File: src/rtl/pc_gen_if.sv
// pc_gen_if: fetch request channel between the PC generator and the fetch unit.
// The master presents an address with a valid flag; the slave accepts it with ready.
interface pc_gen_if #(
  parameter int AddrWidth = 32
) ();
  logic                 fetch_valid_o;
  logic                 fetch_ready_i;
  logic [AddrWidth-1:0] fetch_pc_o;

  modport master (
    output fetch_valid_o,
    output fetch_pc_o,
    input  fetch_ready_i
  );

  modport slave (
    input  fetch_valid_o,
    input  fetch_pc_o,
    output fetch_ready_i
  );
endinterface

File: src/rtl/pc_gen.sv
// pc_gen: program counter unit. Issues sequential fetch addresses over a
// valid/ready channel, holds on stalls and applies registered EXE-stage
// redirects with a one-cycle flush pulse. Counts taken redirects (saturating).
// Optional feature macro: PC_MISALIGN_TRAP_EN -- a taken target that breaks the
// fetch alignment is replaced by TrapVector and misalign_o pulses. Without the
// macro the target's low bits are silently cleared.
module pc_gen #(
  parameter int                   AddrWidth    = 32,
  parameter int                   CtrlWidth    = 2,
  parameter logic [AddrWidth-1:0] StartAddress = '0,
  parameter bit                   CompressedEn = 1'b0,
  parameter logic [AddrWidth-1:0] TrapVector   = '0,
  parameter int                   CntWidth     = 16
) (
  input  logic                 clk_i,
  input  logic                 rst_i,
  input  logic                 stall_i,
  pc_gen_if.master             fetch,
  input  logic                 step_i,
  input  logic                 redir_valid_i,
  input  logic [CtrlWidth-1:0] redir_ctrl_i,
  input  logic [AddrWidth-1:0] redir_pc_i,
  input  logic [AddrWidth-1:0] redir_op3_i,
  input  logic [AddrWidth-1:0] redir_exe_out_i,
  output logic                 flush_o,
  output logic                 misalign_o,
  output logic [CntWidth-1:0]  redir_cnt_o
);

  localparam logic [CtrlWidth-1:0] PC_INC  = CtrlWidth'(0);
  localparam logic [CtrlWidth-1:0] PC_SET  = CtrlWidth'(1);
  localparam logic [CtrlWidth-1:0] PC_ADD  = CtrlWidth'(2);
  localparam logic [CtrlWidth-1:0] PC_COND = CtrlWidth'(3);

  // Halfword alignment when compressed instructions are allowed, word otherwise.
  localparam logic [AddrWidth-1:0] AlignMask = CompressedEn ? ~AddrWidth'(1) : ~AddrWidth'(3);

  typedef enum logic [1:0] {BOOT, RUN, STALL} state_e;

  function automatic logic [AddrWidth-1:0] step_size(input logic half);
    return (CompressedEn && half) ? AddrWidth'(2) : AddrWidth'(4);
  endfunction

  function automatic logic [CntWidth-1:0] sat_inc(input logic [CntWidth-1:0] v);
    return (&v) ? v : v + CntWidth'(1);
  endfunction

  state_e               state_q, state_d;
  logic [AddrWidth-1:0] pc_q;
  logic [CntWidth-1:0]  cnt_q;

  logic                 redir_vld_p0;
  logic [CtrlWidth-1:0] redir_ctrl_p0;
  logic [AddrWidth-1:0] redir_pc_p0;
  logic [AddrWidth-1:0] redir_op3_p0;
  logic [AddrWidth-1:0] redir_exe_p0;

  logic                 taken;
  logic [AddrWidth-1:0] tgt_raw;
  logic [AddrWidth-1:0] tgt;
  logic                 advance;

  // ---- stage p0: capture the EXE redirect command ----
  // Redirect command register; payload only loads on a valid command.
  always_ff @(posedge clk_i or posedge rst_i) begin
    if (rst_i) begin
      redir_vld_p0  <= 1'b0;
      redir_ctrl_p0 <= '0;
      redir_pc_p0   <= '0;
      redir_op3_p0  <= '0;
      redir_exe_p0  <= '0;
    end else begin
      redir_vld_p0 <= redir_valid_i;
      if (redir_valid_i) begin
        redir_ctrl_p0 <= redir_ctrl_i;
        redir_pc_p0   <= redir_pc_i;
        redir_op3_p0  <= redir_op3_i;
        redir_exe_p0  <= redir_exe_out_i;
      end
    end
  end

  // ---- stage p1: resolve target from the registered command ----
  // Decode the registered command into a raw target and a taken flag.
  always_comb begin
    tgt_raw = '0;
    taken   = 1'b0;
    case (redir_ctrl_p0)
      PC_SET: begin
        tgt_raw = {redir_exe_p0[AddrWidth-1:1], 1'b0};
        taken   = 1'b1;
      end
      PC_ADD: begin
        tgt_raw = redir_pc_p0 + redir_exe_p0;
        taken   = 1'b1;
      end
      PC_COND: begin
        tgt_raw = redir_pc_p0 + redir_op3_p0;
        taken   = redir_exe_p0[0];
      end
      PC_INC:  ;
      default: ;
    endcase
    taken = taken & redir_vld_p0;
  end

`ifdef PC_MISALIGN_TRAP_EN
  logic misaligned;
  assign misaligned = |(tgt_raw & ~AlignMask);
  assign tgt        = misaligned ? TrapVector : tgt_raw;
  assign misalign_o = taken & misaligned;
`else
  logic unused_trap;
  assign unused_trap = ^TrapVector;
  assign tgt         = tgt_raw & AlignMask;
  assign misalign_o  = 1'b0;
`endif

  assign flush_o     = taken;
  assign redir_cnt_o = cnt_q;
  assign fetch.fetch_pc_o = pc_q;

  // Control state register.
  always_ff @(posedge clk_i or posedge rst_i) begin
    if (rst_i) state_q <= BOOT;
    else       state_q <= state_d;
  end

  // Next state and request valid; a flush cycle squashes the request.
  always_comb begin
    state_d             = state_q;
    fetch.fetch_valid_o = 1'b0;
    case (state_q)
      BOOT: state_d = RUN;
      RUN: begin
        fetch.fetch_valid_o = ~taken;
        if (stall_i) state_d = STALL;
      end
      STALL: begin
        fetch.fetch_valid_o = ~taken;
        if (!stall_i) state_d = RUN;
      end
      default: state_d = BOOT;
    endcase
  end

  assign advance = (state_q == RUN) & fetch.fetch_valid_o & fetch.fetch_ready_i & ~stall_i;

  // PC update: taken redirect beats stall, stall beats handshake advance.
  always_ff @(posedge clk_i or posedge rst_i) begin
    if (rst_i)        pc_q <= StartAddress;
    else if (taken)   pc_q <= tgt;
    else if (advance) pc_q <= pc_q + step_size(step_i);
  end

  // Saturating count of taken redirects.
  always_ff @(posedge clk_i or posedge rst_i) begin
    if (rst_i)      cnt_q <= '0;
    else if (taken) cnt_q <= sat_inc(cnt_q);
  end

endmodule

File: src/flat_wrapper.sv
// flat-port wrapper written by rule: the top's interface ports become plain ports
module pc_gen_flat 
#(
  parameter int                   AddrWidth    = 32,
  parameter int                   CtrlWidth    = 2,
  parameter logic [AddrWidth-1:0] StartAddress = '0,
  parameter bit                   CompressedEn = 1'b0,
  parameter logic [AddrWidth-1:0] TrapVector   = '0,
  parameter int                   CntWidth     = 16
)
  (clk_i, rst_i, stall_i, step_i, redir_valid_i, redir_ctrl_i, redir_pc_i, redir_op3_i, redir_exe_out_i, flush_o, misalign_o, redir_cnt_o, fetch_fetch_valid_o, fetch_fetch_pc_o, fetch_fetch_ready_i);
  pc_gen_if #(.AddrWidth(AddrWidth)) fetch_i ();
  input  logic clk_i;
  input  logic rst_i;
  input  logic stall_i;
  input  logic step_i;
  input  logic redir_valid_i;
  input  logic [CtrlWidth-1:0] redir_ctrl_i;
  input  logic [AddrWidth-1:0] redir_pc_i;
  input  logic [AddrWidth-1:0] redir_op3_i;
  input  logic [AddrWidth-1:0] redir_exe_out_i;
  output logic flush_o;
  output logic misalign_o;
  output logic [CntWidth-1:0] redir_cnt_o;
  output wire logic [$bits(fetch_i.fetch_valid_o)-1:0] fetch_fetch_valid_o;
  output wire logic [$bits(fetch_i.fetch_pc_o)-1:0] fetch_fetch_pc_o;
  input wire logic [$bits(fetch_i.fetch_ready_i)-1:0] fetch_fetch_ready_i;
  assign fetch_fetch_valid_o = fetch_i.fetch_valid_o;
  assign fetch_fetch_pc_o = fetch_i.fetch_pc_o;
  assign fetch_i.fetch_ready_i = fetch_fetch_ready_i;
  pc_gen #(.AddrWidth(AddrWidth), .CtrlWidth(CtrlWidth), .StartAddress(StartAddress), .CompressedEn(CompressedEn), .TrapVector(TrapVector), .CntWidth(CntWidth)) u_core (.clk_i(clk_i), .rst_i(rst_i), .stall_i(stall_i), .fetch(fetch_i), .step_i(step_i), .redir_valid_i(redir_valid_i), .redir_ctrl_i(redir_ctrl_i), .redir_pc_i(redir_pc_i), .redir_op3_i(redir_op3_i), .redir_exe_out_i(redir_exe_out_i), .flush_o(flush_o), .misalign_o(misalign_o), .redir_cnt_o(redir_cnt_o));
endmodule
File: config.mk
export PLATFORM = sky130hd
export DESIGN_NAME = pc_gen_flat
export DESIGN_NICKNAME = d
export VERILOG_FILES = /design/src/rtl/pc_gen_if.sv /design/src/rtl/pc_gen.sv /design/src/flat_wrapper.sv
export SDC_FILE = /design/constraint.sdc
export NUM_CORES = 1
export LEC_CHECK = 0
export BUFFER_PORTS_ARGS = -buffer_cell sky130_fd_sc_hd__buf_4
export CAP_MARGIN = 20
export CORE_UTILIZATION = 57
export DETAILED_ROUTE_END_ITERATION = 6
export GPL_TIMING_DRIVEN = 0
export PLACE_DENSITY = 0.77
export SYNTH_ARGS = -nofsm -noshare
export SYNTH_HDL_FRONTEND = slang
export SYNTH_SLANG_ARGS = --single-unit
File: constraint.sdc
create_clock -name clk_i -period 8.5 [get_ports clk_i]
set_input_delay 1.7 -clock clk_i [delete_from_list [all_inputs] [get_ports clk_i]]
set_output_delay 1.7 -clock clk_i [all_outputs]
set_load 0.01 [all_outputs]
==> flow_metrics.env, run 1 <==
export IMPL_place_hpwl_um=16200
export IMPL_slew_viol_final=0
export IMPL_crit_buf_inv=4
export IMPL_finalPower_w=0.00260
export IMPL_floorplan_initialDensity_pct=58.9
export IMPL_grt_overflow=0
export IMPL_gp_congestion=0.917
export IMPL_final_common_cell="buf_4"
export IMPL_path_depth=8
export IMPL_r2r_setup_slack_ns=4.23
export IMPL_die_height_um=125
export IMPL_max_slew_margin_pct=41.4
export IMPL_hold_path_class="flop to flop"
export IMPL_ctsLongestPathBuffers=2
export IMPL_cp_arrival_ns=2.83
export IMPL_grt_pass1_wl_um=36400
export IMPL_peakVddDrop_v=0.000171
export IMPL_tightest_slew_ns=0.879
export IMPL_fin_area_um2=10600
export IMPL_tns_ns=0
export IMPL_post_dp_cell_area_um2=10000
export IMPL_wl_met2_um=10300
export IMPL_clock_latency_ns=0.43
export IMPL_cts_setup_buffers=0
export IMPL_drt_drc_violations_left=20
export IMPL_async_flop_share_pct=100
export IMPL_fp_dieW_um=125
export IMPL_num_nets_final=1124
export IMPL_diodes=0
export IMPL_fin_cells=1170
export IMPL_power_density_nw_per_um2=245
export IMPL_cts_tree="done"
export IMPL_drt_met1_wl_um=9890
export IMPL_viasPerCell=5.95
export IMPL_synth_edf_count=0
export IMPL_synth_seq_cells=147
export IMPL_outcome="finished with violations"
export IMPL_fillCellCount=1128
export IMPL_crit_path_start_kind="flop"
export IMPL_worst_setup_path_end_kind="output port"
export IMPL_power_leakage_nw=4.72
export IMPL_yosysWarnings=0
export IMPL_routed_wl_met3_um=1580
export IMPL_top_layer_used="met4"
export IMPL_max_freq_mhz=221
export IMPL_syn_to_final_growth_pct=22.9
export IMPL_skew_ns=0.00831
export IMPL_grt_max_degree=82
export IMPL_io_buffers=150
export IMPL_whs_ns=0.500
export IMPL_cpMaxStageDelayCell="clkbuf_1"
export IMPL_io_pins=155
export IMPL_ys_seq_area_share_pct=42.6
export IMPL_avgSynthCellArea_um2=10.8
export IMPL_crit_path_max_fanout=10
export IMPL_synth_area_um2=8630
export IMPL_multi_input_area_um2=4730
export IMPL_yosys_cell_types_count=66
export IMPL_clkTransAtPathRegs_ns=0.06
export IMPL_die_area_um2=15600
export IMPL_failed_checks="design-rule violations"
export IMPL_setup_violations=0
export IMPL_regArea_um2=3680
export IMPL_drt_initial_drc_count=528
export IMPL_coreArea_um2=14600
export IMPL_final_cell_mix="buf_4 (153), dfrtp_1 (147), mux2_2 (127)"
export IMPL_drt_first_pass_iters=7
export IMPL_track_usage_pct=30.0
export IMPL_htree_num_levels=4
export IMPL_synth_flop_cell="dfrtp_1"
export IMPL_critPathCapture="fetch_fetch_valid_o"
export IMPL_num_rows=44
export IMPL_fin_crit_sh_pct=53.3
export IMPL_cts_made_buffers=17
export IMPL_crit_required_ns=6.80
export IMPL_layout_drive_gt1_share_pct=33.8
export IMPL_reg2reg_from="u_core.redir_ctrl_p0[1]"
export IMPL_rsz0062_at_grt="no"
export IMPL_fin_crit_ns=4.53
export IMPL_cts_root_buf="clkbuf_16"
export IMPL_clock_sinks=147
export IMPL_grt_pass1_vias=7027
export IMPL_place_inst=1139
export IMPL_hold_buffers=0
export IMPL_antenna_found_initial=0
export IMPL_cts_resized=0
export IMPL_max_cap_viol_count=0
export IMPL_cp_top_family="buffers and inverters"
export IMPL_hold_viol=0
export IMPL_ff2ff_path_depth=13
export IMPL_path_cells="ha_1, buf_6, a21oi_1, or3b_1, clkbuf_1, clkbuf_1, and2_1, buf_4"
export IMPL_worst_path_most_repeated_cell="clkbuf_1"
export IMPL_post_drt_wl_per_cell_um=19.1
export IMPL_num_vias=6958
export IMPL_crit_type="flop to output port"
export IMPL_max_stage_delay_ns=0.58
export IMPL_syn_instance_count=802
export IMPL_r2r_end="u_core.fetch.fetch_pc_o[19]"
export IMPL_ant_nets=0
export IMPL_crit_start="u_core.redir_ctrl_p0[0]"
export IMPL_wl_um=22300
worst min path at each step:
| stage | startpoint | depth (start not counted) | slack, ns | end |
|---|---|---|---|---|
| 6_report | u_core.redir_cnt_o[12] | 1 | 0.50 | u_core.redir_cnt_o[12] |
| 5_1_grt | u_core.redir_op3_p0[13] | 1 | 0.53 | u_core.redir_op3_p0[13] |
| 4_1_cts | u_core.redir_cnt_o[12] | 1 | 0.50 | u_core.redir_cnt_o[12] |
| 3_5_place_dp | u_core.redir_cnt_o[12] | 1 | 0.48 | u_core.redir_cnt_o[12] |
| 3_3_place_gp | u_core.redir_cnt_o[12] | 1 | 0.48 | u_core.redir_cnt_o[12] |
| 2_1_floorplan | u_core.redir_op3_p0[10] | 1 | 0.47 | u_core.redir_op3_p0[10] |
layout make-up:
| cell class | count | area share, % |
|---|---|---|
| multi-input combinational | 604 | 44.7 |
| sequential | 147 | 34.7 |
| buffer | 38 | 1.58 |
| tap | 184 | 2.17 |
| timing repair buffer | 151 | 10.9 |
| inverter | 15 | 0.578 |
| clock buffer | 19 | 4.18 |
| clock inverter | 12 | 1.25 |
per-stage QoR:
| step | util (%) | setup slack, ns |
|---|---|---|
| 6_report | 72.4 | 3.97 |
| 5_1_grt | 72.4 | 3.83 |
| 4_1_cts | 72.4 | 3.99 |
| 3_5_place_dp | 68.5 | 4.41 |
| 3_3_place_gp | 68.2 | 1.16 |
| 2_1_floorplan | - | 2.85 |
power breakdown:
part,leakage [nW],switching [W],internal (W)
registers,1.75,0.000145,0.000827
clock network,0.276,0.000306,0.000439
logic,2.69,0.000458,0.000426
state kept, by name, summed over array words and instances (netlist names):
signal                   flops
u_core.fetch.fetch_pc_o     30
u_core.redir_op3_p0         32
u_core.redir_pc_p0          32
u_core.redir_exe_p0         32
u_core.state_q               2
u_core.redir_vld_p0          1
u_core.redir_cnt_o          16
u_core.redir_ctrl_p0         2
synth_stat cells, types with 14 or more instances:
master	n	area, um^2
dfrtp_1	147	3680
mux2_2	127	1430
nand2_1	57	214
a21oi_1	47	235
ha_1	46	576
nor2_1	41	154
xnor2_1	34	298
xor2_1	30	263
nand3_1	29	145
clkbuf_1	26	97.6
a21o_1	19	143
inv_1	15	56.3
a221oi_1	14	123
a31oi_1	14	87.6
o21ai_0	14	70.1
worst register-to-register path: stages (launching register included):
cell      delay (ns)
dfrtp_1         0.38
ha_1            0.17
buf_6           0.14
clkbuf_1        0.67
mux2_2          0.42
ha_1            0.35
a21oi_1         0.18
o21ai_0         0.14
a32oi_1         0.47
o221ai_1        0.32
a221oi_2        0.36
xnor2_1         0.12
a221oi_1        0.34
a21oi_1         0.07
cells by family after synthesis:
group                      share of synthesized area (%)
AOI/OAI and AO/OA                                   12.8
xor gates and xnor gates                            6.50
adders and majority gates                           6.67
buffers and inverters                               2.60
DFF                                                 42.6
muxes                                               17.5
other                                             0.0435
and+or+nand+nor                                     11.3
layer usage:
layer,vias to the layer above,global-route usage (%)
met4,0,11.0
met3,43,7.49
met1,3364,40.0
met5,-,0
li1,3286,-
met2,265,47.4
(Power assumes the default switching activity.)
==> run 2: changes to the inputs <==
Settings changed: CORE_UTILIZATION 57 to 51, PLACE_DENSITY 0.77 to 0.73.
Clock period 8.5 ns to 3.9 ns, I/O delays scaled along.
==> flow_metrics.env, run 2 (same netlist as run 1, synthesis figures left out) <==
export IMPL_outcome="finished with violations"
export IMPL_failed_checks="design-rule violations"
export IMPL_crit_type="flop to flop"
export IMPL_drt_initial_drc_count=544
export IMPL_fin_crit_ns=3.74
export IMPL_tns_ns=0
export IMPL_io_pins=155
export IMPL_multi_input_area_um2=4730
export IMPL_hold_buffers=0
export IMPL_power_leakage_nw=4.75
export IMPL_cts_setup_buffers=0
export IMPL_final_common_cell="buf_4"
export IMPL_pwr_share_clk_pct=28.4
export IMPL_place_inst=1177
export IMPL_wl_um=22500
export IMPL_htree_num_levels=4
export IMPL_slew_viol_final=0
export IMPL_cpMaxStageDelayCell="a2111o_1"
export IMPL_grt_pass1_vias=6920
export IMPL_cp_arrival_ns=4.09
export IMPL_diodes=0
export IMPL_place_hpwl_um=16800
export IMPL_cts_made_buffers=17
export IMPL_ant_nets=0
export IMPL_fin_cells=1208
export IMPL_drt_drc_violations_left=2
export IMPL_setup_violations=0
export IMPL_crit_required_ns=4.26
export IMPL_viasPerCell=5.79
export IMPL_floorplan_initialDensity_pct=52.2
export IMPL_power_density_nw_per_um2=529
export IMPL_grt_pass1_wl_um=36400
export IMPL_hp_start="redir_valid_i"
export IMPL_hold_viol=0
export IMPL_clock_sinks=147
export IMPL_num_vias=6996
export IMPL_crit_start="u_core.redir_ctrl_p0[0]"
export IMPL_clock_latency_ns=0.42
export IMPL_cts_resized=3
export IMPL_gp_congestion=0.929
export IMPL_die_area_um2=17400
export IMPL_cts_root_buf="clkbuf_16"
export IMPL_crit_path_start_kind="flop"
export IMPL_fin_crit_sh_pct=95.8
export IMPL_max_freq_mhz=268
export IMPL_io_buffers=150
export IMPL_swShare_pct=34.3
export IMPL_rsz0062_at_grt="yes"
export IMPL_clkTransAtPathRegs_ns=0.06
export IMPL_power_switching_w=0.00194
export IMPL_reg2reg_from="u_core.redir_ctrl_p0[0]"
export IMPL_peakVddDrop_v=0.000374
export IMPL_fp_dieW_um=132
export IMPL_final_cell_mix="buf_4 (154), dfrtp_1 (147), mux2_2 (127)"
export IMPL_grt_overflow=0
export IMPL_fillCellCount=1354
export IMPL_num_nets_final=1126
export IMPL_hold_path_class="primary input to flop"
export IMPL_drt_first_pass_iters=7
export IMPL_cts_tree="done"
export IMPL_tightest_slew_ns=0.802
export IMPL_coreArea_um2=16500
export IMPL_track_usage_pct=26.9
export IMPL_combPwrFrac_pct=34.1
export IMPL_p_int_w=0.00372
export IMPL_die_height_um=132
export IMPL_antenna_found_initial=0
export IMPL_syn_to_final_growth_pct=23.9
export IMPL_crit_path_max_fanout=10
export IMPL_layout_drive_gt1_share_pct=34.1
export IMPL_max_slew_margin_pct=46.5
export IMPL_sequentialPowerShare_pct=37.5
export IMPL_max_stage_delay_ns=0.40
export IMPL_finish_utilization_pct=64.7
export IMPL_num_rows=47
export IMPL_ctsLongestPathBuffers=2
export IMPL_grt_max_degree=43
export IMPL_path_cells="ha_1, buf_6, clkbuf_4, mux2_2, ha_1, a21o_1, a2111o_1, o22ai_1, o22ai_1, o31a_1, o21a_1, o31ai_1, o21a_1"
export IMPL_regArea_um2=3680
export IMPL_reg_largest_list="u_core.redir_exe_p0: 32 flops, u_core.redir_op3_p0: 32 flops, u_core.redir_pc_p0: 32 flops"
export IMPL_post_drt_wl_per_cell_um=18.6
export IMPL_worst_setup_path_end_kind="flop"
export IMPL_max_cap_viol_count=0
export IMPL_skew_ns=0.00692
## run 2: cell types whose count changed in the layout (fill, tap and decap cells not counted)
cell / change
clkbuf_8: +2
buf_16: -1
buf_4: +1
clkinv_2: +1
clkinvlp_4: -1
buf_12: +3
clkbuf_1: -2
clkbuf_4: +2
inv_6: -3
## run 2: routing by layer
layer	vias up	GRT usage [%]	routed length, um	share of wire [%]
met1	3418	36.8	10200	45
li1	3287	-	-	-
met5	-	0	0	0
met3	40	6.96	1570	7.0
met4	0	8.79	487	2.2
met2	251	41.5	10200	46
## run 2: worst max-delay path, delay by kind of cell, from the launching register on
kind            cells  cell delay (ns)
compound gates      8             1.99
mux                 1             0.36
flops               1             0.37
buf+inv             2             0.41
fa+ha+maj           2             0.53
## run 2: worst paths after layout
kind                                          endpoint  slack (ns)  depth (start not counted)
min in group asynchronous        u_core.redir_pc_p0[4]        0.49                          2
max                        u_core.fetch.fetch_pc_o[29]        0.16                         13
max reg2reg                u_core.fetch.fetch_pc_o[29]        0.16                         13
max in group asynchronous       u_core.redir_pc_p0[20]        2.49                          4
min reg2reg                     u_core.redir_cnt_o[12]        0.49                          1
min                                u_core.redir_vld_p0        0.48                          1
## run 2: layout make-up
| class | count | area share, % |
|---|---|---|
| plain buffers | 38 | 1.67 |
| clock buffers | 22 | 4.43 |
| well taps | 220 | 2.57 |
| inverters | 15 | 0.562 |
| clock inverters | 9 | 0.983 |
| flip-flops and latches | 147 | 34.4 |
| repair buffers | 153 | 11.1 |
| multi-input cells | 604 | 44.3 |
## run 2: power groups by stage
stage               sequential [W]  combinational [W]  clock [W]
floorplan                  0.00212            0.00117          0
global placement           0.00213            0.00185          0
detailed placement         0.00214            0.00190          0
CTS                        0.00211            0.00192    0.00163
global route               0.00216            0.00212    0.00170
finish                     0.00212            0.00193    0.00161
## run 2: stage by stage
step	hold slack, ns	setup slack [ns]	power, W	instance area (um^2)
after detailed placement	0.482	-0.260	0.00404	10100
after CTS	0.464	0.0522	0.00566	10700
final	0.476	0.164	0.00566	10700
after floorplan	0.475	0.466	0.00329	8640
after global placement	0.484	-0.179	0.00398	10000
after global routing	0.462	-0.000820	0.00597	10700
==> run 3: changes to the inputs <==
Settings changed: BUFFER_PORTS_ARGS -buffer_cell sky130_fd_sc_hd__buf_4 to default, CORE_UTILIZATION 51 to 57, DONT_BUFFER_PORTS from default to 1, PLACE_DENSITY 0.73 to 0.71.
==> flow_metrics.env, run 3 (same netlist as run 1, synthesis figures left out) <==
export IMPL_final_cell_mix="dfrtp_1 (147), mux2_2 (127), nand2_1 (57)"
export IMPL_drt_drc_violations_left=24
export IMPL_tns_ns=0
export IMPL_fin_crit_ns=3.72
export IMPL_antenna_found_initial=0
export IMPL_crit_required_ns=4.25
export IMPL_diodes=0
export IMPL_peakVddDrop_v=0.000335
export IMPL_final_common_cell="dfrtp_1"
export IMPL_num_rows=44
export IMPL_r2r_end="u_core.fetch.fetch_pc_o[30]"
export IMPL_gp_congestion=0.925
export IMPL_hold_path_class="primary input to asynchronous set/reset pin"
export IMPL_ant_nets=0
export IMPL_hold_viol=0
export IMPL_crit_type="flop to flop"
export IMPL_cp_arrival_ns=4.07
export IMPL_fillCellCount=1194
export IMPL_outcome="finished with violations"
export IMPL_max_freq_mhz=269
export IMPL_fin_crit_sh_pct=95.4
export IMPL_coreArea_um2=14600
export IMPL_cts_tree="done"
export IMPL_grt_pass1_wl_um=36400
export IMPL_clock_latency_ns=0.43
export IMPL_worst_setup_path_end_kind="flop"
export IMPL_io_buffers=0
export IMPL_slew_viol_final=0
export IMPL_crit_path_max_fanout=10
export IMPL_rsz0062_at_grt="no"
export IMPL_die_height_um=125
export IMPL_hold_buffers=0
export IMPL_place_hpwl_um=17100
export IMPL_num_vias=6496
export IMPL_grt_overflow=0
export IMPL_drt_initial_drc_count=470
export IMPL_power_density_nw_per_um2=567
export IMPL_r2r_setup_slack_ns=0.18
export IMPL_grt_pass1_vias=6685
export IMPL_grt_max_degree=47
export IMPL_power_leakage_nw=4.02
export IMPL_die_area_um2=15600
export IMPL_num_nets_final=976
export IMPL_max_slew_margin_pct=49.9
export IMPL_setup_violations=0
export IMPL_clock_sinks=147
export IMPL_cts_root_buf="clkbuf_16"
export IMPL_clkTransAtPathRegs_ns=0.06
export IMPL_htree_num_levels=4
export IMPL_viasPerCell=6.36
export IMPL_syn_to_final_growth_pct=10.7
export IMPL_reg2reg_from="u_core.redir_ctrl_p0[1]"
export IMPL_layout_drive_gt1_share_pct=22.6
export IMPL_drt_first_pass_iters=7
export IMPL_crit_path_start_kind="flop"
export IMPL_reg_largest_list="u_core.redir_exe_p0: 32 flops, u_core.redir_op3_p0: 32 flops, u_core.redir_pc_p0: 32 flops"
export IMPL_post_drt_wl_per_cell_um=22.0
export IMPL_cts_made_buffers=17
export IMPL_wl_um=22500
export IMPL_failed_checks="design-rule violations"
export IMPL_tightest_slew_ns=0.751
export IMPL_skew_ns=0.00732
export IMPL_finalPower_w=0.00542
export IMPL_max_cap_viol_count=0
export IMPL_ff2ff_path_depth=13
export IMPL_io_pins=155
export IMPL_fp_dieW_um=125
export IMPL_ctsLongestPathBuffers=2
export IMPL_floorplan_initialDensity_pct=58.9
export IMPL_track_usage_pct=30.4
-- run 3: cell count changes in the layout (fill, tap and decap cells not counted), sizes merged --
cell / previous run / this run
inv: 14 / 16
bufinv: 2 / 3
clkinv: 6 / 4
buf: 166 / 18
clkinvlp: 2 / 3
clkbuf: 47 / 42
-- run 3: critical path: stages, from the launching register on --
cell	delay [ns]
dfrtp_1	0.38
ha_1	0.17
buf_6	0.14
buf_2	0.31
mux2_2	0.40
ha_1	0.31
a21oi_1	0.25
o31ai_1	0.11
a31oi_1	0.25
a21oi_1	0.19
nor2_4	0.25
a211oi_2	0.16
or4_1	0.54
a31oi_1	0.17
-- run 3: how the worst max path moves through the flow --
stage                                  endpoint  slack (ns)  cells past startpoint               startpoint
detailed placement  u_core.fetch.fetch_pc_o[29]       -0.31                     13  u_core.redir_ctrl_p0[0]
floorplan           u_core.fetch.fetch_pc_o[30]        0.47                     13  u_core.redir_ctrl_p0[0]
finish              u_core.fetch.fetch_pc_o[30]        0.18                     13  u_core.redir_ctrl_p0[1]
global route        u_core.fetch.fetch_pc_o[27]        0.03                     14  u_core.redir_ctrl_p0[0]
CTS                 u_core.fetch.fetch_pc_o[29]       0.009                     13  u_core.redir_ctrl_p0[0]
global placement    u_core.fetch.fetch_pc_o[29]       -0.24                     14  u_core.redir_ctrl_p0[0]
-- run 3: cell type report --
class,count,area (um^2),share of cell area (%)
multi-input cells,604,4750,49.7
repair buffers,3,60.1,0.629
clock buffers,19,443,4.64
inverters,15,60.1,0.629
plain buffers,38,180,1.89
clock inverters,11,154,1.61
well taps,184,230,2.41
flip-flops and latches,147,3680,38.5
-- run 3: stage by stage --
step / cells / hold WS, ns / instance area [um^2] / util [%] / setup slack [ns]
floorplan: 804 / 0.475 / 8640 / - / 0.466
global placement: 988 / 0.486 / 8870 / 60.6 / -0.240
detailed placement: 991 / 0.496 / 8930 / 61.0 / -0.305
CTS: 1021 / 0.255 / 9530 / 65.1 / 0.00871
global route: 1021 / 0.274 / 9550 / 65.2 / 0.0265
finish: 1021 / 0.260 / 9550 / 65.2 / 0.180
-- run 3: repair_timing --
action / in CTS / in global routing
setup buffers: 0 / 0
gates resized for setup: 3 / 10
endpoints found under the hold margin: 0 / 0
setup endpoints to repair: 14 / 8
-- run 3: where the power goes --
group	leakage (nW)	total, W	internal (W)	switching, W
sequential	1.75	0.00224	0.00180	0.000439
combinational	1.99	0.00151	0.000671	0.000838
clock	0.286	0.00167	0.00102	0.000648
total	4.02	0.00542	0.00349	0.00193
-- run 3: layer usage --
metal	wire length, um	track usage (%)	up-vias
li1	-	-	2986
met1	9480	39.2	3218
met2	10700	48.8	257
met3	1840	9.71	35
met4	443	9.90	0
met5	0	0	-
